==> src/rtl/alu_pkg.sv <==
// alu_pkg
// Shared constants for the pipelined ALU.
//   OP_*  : 2-bit operation encodings on the op port
//   F_*   : bit positions inside the 4-bit flags word {N, Z, V, C}
`timescale 1ns/1ps
package alu_pkg;

  localparam logic [1:0] OP_ADD = 2'b00;
  localparam logic [1:0] OP_SUB = 2'b01;
  localparam logic [1:0] OP_OR  = 2'b10;
  localparam logic [1:0] OP_AND = 2'b11;

  localparam int F_N = 3;
  localparam int F_Z = 2;
  localparam int F_V = 1;
  localparam int F_C = 0;

endpackage

==> src/rtl/alu_core.sv <==
// alu_core
// Purely combinational ALU datapath shared by the pipeline.
// Ports:
//   a, b    : WIDTH-bit operands
//   op      : operation select (OP_ADD/OP_SUB/OP_OR/OP_AND)
//   cin     : carry-in, used by ADD only
//   result  : WIDTH-bit result
//   flags   : {N, Z, V, C}
`timescale 1ns/1ps
module alu_core #(
  parameter int WIDTH = 8
) (
  input  logic [WIDTH-1:0] a,
  input  logic [WIDTH-1:0] b,
  input  logic [1:0]       op,
  input  logic             cin,
  output logic [WIDTH-1:0] result,
  output logic [3:0]       flags
);
  import alu_pkg::*;

  logic [WIDTH-1:0] b_add;
  logic             carry_in;
  logic [WIDTH:0]   sum;
  logic             c_bit;
  logic             v_bit;

  // SUB reuses the adder as a + ~b + 1, so the caller's cin never reaches it.
  always_comb begin
    b_add    = b;
    carry_in = cin;
    if (op == OP_SUB) begin
      b_add    = ~b;
      carry_in = 1'b1;
    end
    sum = {1'b0, a} + {1'b0, b_add} + {{WIDTH{1'b0}}, carry_in};
  end

  // C on SUB is reported as borrow, the inverse of the raw adder carry.
  // Overflow compares against the effective (possibly inverted) B sign.
  always_comb begin
    result = '0;
    c_bit  = 1'b0;
    v_bit  = 1'b0;
    case (op)
      OP_ADD, OP_SUB: begin
        result = sum[WIDTH-1:0];
        c_bit  = (op == OP_SUB) ? ~sum[WIDTH] : sum[WIDTH];
        v_bit  = (a[WIDTH-1] == b_add[WIDTH-1]) && (sum[WIDTH-1] != a[WIDTH-1]);
      end
      OP_OR:   result = a | b;
      default: result = a & b;
    endcase
    flags      = '0;
    flags[F_N] = result[WIDTH-1];
    flags[F_Z] = (result == '0);
    flags[F_V] = v_bit;
    flags[F_C] = c_bit;
  end

endmodule

==> src/rtl/alu_pipe.sv <==
// alu_pipe
// Two-stage valid/ready ALU pipeline with an optional accumulator.
// Stage 1 captures the request, stage 2 holds the computed result and flags.
// Ports:
//   clk, rst_n           : clock, asynchronous active-low reset
//   in_valid / in_ready  : request handshake for a, b, op, cin, acc_sel, acc_wr
//   out_valid / out_ready: result handshake for result, flags
//   acc                  : current accumulator value (0 when ACC_EN = 0)
`timescale 1ns/1ps
module alu_pipe #(
  parameter int WIDTH  = 8,
  parameter int ACC_EN = 1
) (
  input  logic             clk,
  input  logic             rst_n,
  input  logic             in_valid,
  output logic             in_ready,
  input  logic [WIDTH-1:0] a,
  input  logic [WIDTH-1:0] b,
  input  logic [1:0]       op,
  input  logic             cin,
  input  logic             acc_sel,
  input  logic             acc_wr,
  output logic             out_valid,
  input  logic             out_ready,
  output logic [WIDTH-1:0] result,
  output logic [3:0]       flags,
  output logic [WIDTH-1:0] acc
);
  import alu_pkg::*;

  localparam bit ACC_ON = (ACC_EN != 0);

  logic             s1_valid;
  logic [WIDTH-1:0] s1_a;
  logic [WIDTH-1:0] s1_b;
  logic [1:0]       s1_op;
  logic             s1_cin;
  logic             s1_acc_sel;
  logic             s1_acc_wr;

  logic             s2_valid;
  logic [WIDTH-1:0] s2_result;
  logic [3:0]       s2_flags;
  logic [WIDTH-1:0] acc_q;

  logic             advance;
  logic [WIDTH-1:0] b_eff;
  logic [WIDTH-1:0] core_result;
  logic [3:0]       core_flags;

  // Stage 1 may hand over whenever stage 2 is empty or draining this cycle,
  // and can refill on that same edge, giving one result per cycle.
  assign advance  = s1_valid && (!s2_valid || out_ready);
  assign in_ready = !s1_valid || advance;

  // The accumulator is sampled at the advance edge, so a request that
  // follows an accumulating one sees its write.
  assign b_eff = (ACC_ON && s1_acc_sel) ? acc_q : s1_b;

  alu_core #(.WIDTH(WIDTH)) u_core (
    .a      (s1_a),
    .b      (b_eff),
    .op     (s1_op),
    .cin    (s1_cin),
    .result (core_result),
    .flags  (core_flags)
  );

  always_ff @(posedge clk or negedge rst_n) begin
    if (!rst_n) begin
      s1_valid   <= 1'b0;
      s1_a       <= '0;
      s1_b       <= '0;
      s1_op      <= OP_ADD;
      s1_cin     <= 1'b0;
      s1_acc_sel <= 1'b0;
      s1_acc_wr  <= 1'b0;
    end else if (in_valid && in_ready) begin
      s1_valid   <= 1'b1;
      s1_a       <= a;
      s1_b       <= b;
      s1_op      <= op;
      s1_cin     <= cin;
      s1_acc_sel <= acc_sel;
      s1_acc_wr  <= acc_wr;
    end else if (advance) begin
      s1_valid   <= 1'b0;
    end
  end

  // Stage 2 and the accumulator move only on advance so they stall together.
  always_ff @(posedge clk or negedge rst_n) begin
    if (!rst_n) begin
      s2_valid  <= 1'b0;
      s2_result <= '0;
      s2_flags  <= '0;
      acc_q     <= '0;
    end else if (advance) begin
      s2_valid  <= 1'b1;
      s2_result <= core_result;
      s2_flags  <= core_flags;
      if (ACC_ON && s1_acc_wr) begin
        acc_q <= core_result;
      end
    end else if (out_ready) begin
      s2_valid  <= 1'b0;
    end
  end

  assign out_valid = s2_valid;
  assign result    = s2_result;
  assign flags     = s2_flags;
  assign acc       = ACC_ON ? acc_q : '0;

endmodule

==> config.mk <==
export PLATFORM = sky130hd
export DESIGN_NAME = alu_pipe
export DESIGN_NICKNAME = d
export VERILOG_FILES = /design/src/rtl/alu_pkg.sv /design/src/rtl/alu_core.sv /design/src/rtl/alu_pipe.sv
export SDC_FILE = /design/constraint.sdc
export NUM_CORES = 1
export LEC_CHECK = 0
export ABC_AREA = 1
export CAP_MARGIN = 20
export CORE_ASPECT_RATIO = 1.5
export CORE_MARGIN = 2
export CORE_UTILIZATION = 47
export CTS_CLUSTER_DIAMETER = 80
export CTS_CLUSTER_SIZE = 28
export DETAILED_ROUTE_END_ITERATION = 6
export GPL_TIMING_DRIVEN = 0
export HOLD_SLACK_MARGIN = 0.1
export PLACE_DENSITY = 0.74
export SYNTH_ARGS = -nofsm -noshare
export SYNTH_HDL_FRONTEND = slang
export SYNTH_SLANG_ARGS = --single-unit
==> constraint.sdc <==
create_clock -name clk -period 2.7 [get_ports clk]
set_input_delay 0.27 -clock clk [delete_from_list [all_inputs] [get_ports clk]]
set_output_delay 0.27 -clock clk [all_outputs]
set_load 0.03 [all_outputs]
==> flow_summary.ini, run 1 <==
[layout]
drive_gt1_share_pct = 21.3
final_core_utilization_pct = 65.3
instances_no_fill = 443
layout.nets = 408
syn2layout_area_growth_pct = 35.2
nFillCells = 462
antenna_cells = 0

[synthesis]
post-synth-top-count-cell = nand2_1
synth_commonest_cells = nand2_1, dfrtp_1, inv_1
synth_warnings = 0
post_syn_area_mm2 = 0.00245
yosysUniqueCellTypes = 30
yosys.area.top_type = dfrtp_1
synth_top_area_share_pct = 42.8
yosys_register_bits = 42
synth_enable_flop_cells = 0
synthesis.nets = 336
yosys_most_used_dff = dfrtp_1
post_synthesis_async_set_or_reset_flop_share_pct = 100
ys_top_cells_by_area = dfrtp_1, nand2_1, mux2_2
yosysSeqAreaShare_pct = 42.8
syn_avg_cell_area_um2 = 8.13
synth_cells = 302

[sta]
clock_skew_ns = 0.00851
final_period_minus_worst_setup_slack_ns = 2.58
min_period_over_period_pct = 95.5
postLayoutSetupSlackWorst_ns = 0.120
timing_hold_violations_final = 0
finalSetupViolCount = 0
max_freq_mhz = 388
worst_slew_margin_rel_pct = 67.6
slew_at_the_pin_closest_to_its_max_slew_limit_ns = 0.487
drv_slew = 0

[cts]
tritoncts.num_buffers = 5
tritoncts_clock_tree = built
clock_path_buffers = 2
clock_insertion_delay_worst_skew_ns = 0.30
h-tree-depth = 2
cts.reportedPaths.clkPinSlew_ns = 0.09
total_number_of_clock_tree_sinks = 42
cts_root_buffer = clkbuf_8

[worst_setup_path]
critical_path.cell_chain = buf_6, nand2_4, nand2_2, xor2_1, fa_2, fa_2, or2_4, nand3_2, nand2_2, inv_2, nand3_1, nor2_1, nand3_1, nand2_1
slowest_delay_ns = 0.47
crit_path_top_delay_cell = fa_2
crit_path_end_kind = flip-flop
crit_arrival_ns = 2.83
timing.critical_path.from_type = flip-flop
timing_worst_setup_path_type = reg -> reg
worst-path-max-fanout = 5
worstPathRequired_ns = 2.95

[grt]
grt_pass1_vias = 2142
grt_first_pass_wirelength_mm = 9.69
global_route.usage.total_pct = 21.4
antenna_found_initial = 0
grt_overflow_total = 0
maximum_number_of_pins_on_one_net_before_global_route_repair = 25

[min_path]
hp-class = in -> async

[placement]
hpwl_mm = 4.65
dp_slack_ns = -0.111
gp_congestion = 0.921
io_buffer_count = 46
post_place_cells = 417

[routing]
drc = 0
total_via_count_after_detailed_routing = 2246
avgRoutedWirePerCell_um = 13.5
vias_per_cell = 5.07
first_pass_iters = 4
detail_route.wirelength_mm = 5.98
first_iter_violations = 84
drtAntennaViolNets = 0

[floorplanning]
placeable_area_mm2 = 0.00508
die_height_um = 92.5
die_width_um = 63.0
fp.dieArea_mm2 = 0.00583
placementRows = 32
pin_count = 47
initial_utilization_pct = 48.3

[run_status]
run_status = finished clean

[pwr]
leakage_nw = 1.63
peakVddDrop_v = 0.000669
power.density_mw_per_mm2 = 1030

[job]
drv_cap = 0
cells in the final DEF, fill, tap and decap left out, types with 7 or more instances in the layout:
master	count
mux2_2	12
ha_1	7
nand2_2	10
nand3_1	22
o21ai_2	8
a21oi_1	15
xor2_1	8
dfrtp_1	42
inv_1	33
o21ai_0	15
nand2_1	69
nor2_1	22
buf_4	17
clkdlybuf4s50_1	45
registers in the layout, indices dropped and copies added, names as in the netlist:
| name | cells |
|---|---|
| result | 8 |
| acc | 8 |
| s1_acc_sel | 1 |
| s1_b | 8 |
| s1_cin | 1 |
| s1_a | 8 |
| s1_acc_wr | 1 |
| s1_valid | 1 |
| out_valid | 1 |
| s1_op | 2 |
| flags | 3 |
worst max-delay path: cells and delay by family, from the launching register on:
family / cells / cell delay, ns
and+or+nand+nor: 9 / 0.86
adders and majority gates: 2 / 0.86
DFF: 1 / 0.43
buffers and inverters: 2 / 0.21
xor gates and xnor gates: 1 / 0.15
where the power goes:
group	switching, mW	total (mW)	internal, mW
clock	0.227	0.503	0.276
sequential	0.126	0.936	0.810
combinational	1.16	1.97	0.809
total	1.51	3.40	1.90
stage by stage:
step | TNS [ns] | power, mW | hold slack, ns | area (µm²)
6_report | 0 | 3.40 | 0.461 | 3320
5_1_grt | -0.0153 | 3.67 | 0.505 | 3320
4_1_cts | 0 | 3.28 | 0.477 | 3150
3_5_place_dp | -0.111 | 2.77 | 0.258 | 3020
3_3_place_gp | -0.102 | 2.74 | 0.462 | 3000
2_1_floorplan | 0 | 2.18 | -0.0256 | 2450
layer usage:
| layer | GRT usage (%) | share of wire [%] | vias up | wire [µm] |
|---|---|---|---|---|
| met2 | 40.1 | 54 | 56 | 3250 |
| met1 | 23.6 | 39 | 1056 | 2320 |
| met5 | 0 | 0 | - | 0 |
| met4 | 8.89 | 3.5 | 0 | 207 |
| met3 | 3.28 | 3.4 | 21 | 202 |
| li1 | - | - | 1113 | - |
final timing paths:
kind	cells past startpoint	endpoint	startpoint	slack [ns]
max in group asynchronous	3	s1_b[4]$_DFFE_PN0P_	rst_n	1.76
setup reg to reg	14	flags[2]$_DFFE_PN0P_	s1_acc_sel$_DFFE_PN0P_	0.12
setup / recovery	14	flags[2]$_DFFE_PN0P_	s1_acc_sel$_DFFE_PN0P_	0.12
hold reg to reg	2	flags[0]$_DFFE_PN0P_	flags[0]$_DFFE_PN0P_	0.48
hold / removal	2	s1_a[7]$_DFFE_PN0P_	rst_n	0.46
min in group clk	2	flags[0]$_DFFE_PN0P_	flags[0]$_DFFE_PN0P_	0.48
cell type report:
type	count	area (µm²)	area share [%]
multi-input combinational	212	1240	37.5
tap	68	85.1	2.56
clock buffer	6	72.6	2.19
clock inverter	2	37.5	1.13
sequential	42	1050	31.7
timing repair buffer	65	618	18.6
inverter	39	149	4.49
buffer	9	60.1	1.81
cell families after synthesis:
kind of cell,share of synthesized area (%)
simple gates,24.4
mux,5.50
fa+ha+maj,5.20
xor+xnor,3.21
compound gates,10.5
flops,42.8
buf+inv,8.36
timing repair:
| action | 4_1_cts | 5_1_grt |
|---|---|---|
| resized for setup | 3 | 16 |
| cloned | 0 | 1 |
| pin swaps | 0 | 8 |
| buffers inserted | 0 | 16 |
| endpoints found under the hold margin | 18 | 0 |
| endpoints found under the setup margin | 1 | 1 |
| hold buffers | 1 | 0 |
Note: power is estimated with default switching activity, not from simulation.
==> run 2, diff against run 1 <==
- CAP_MARGIN: 20 -> not set
==> results of run 2 <==
Same layout as run 1: the final DEF is identical, and so are final timing and power.
==> run 3, diff against run 2 <==
- CTS_CLUSTER_DIAMETER: 80 -> 40
- SLEW_MARGIN: not set -> 0
==> results of run 3 <==
Same layout as run 1: the final DEF is identical, and so are final timing and power.
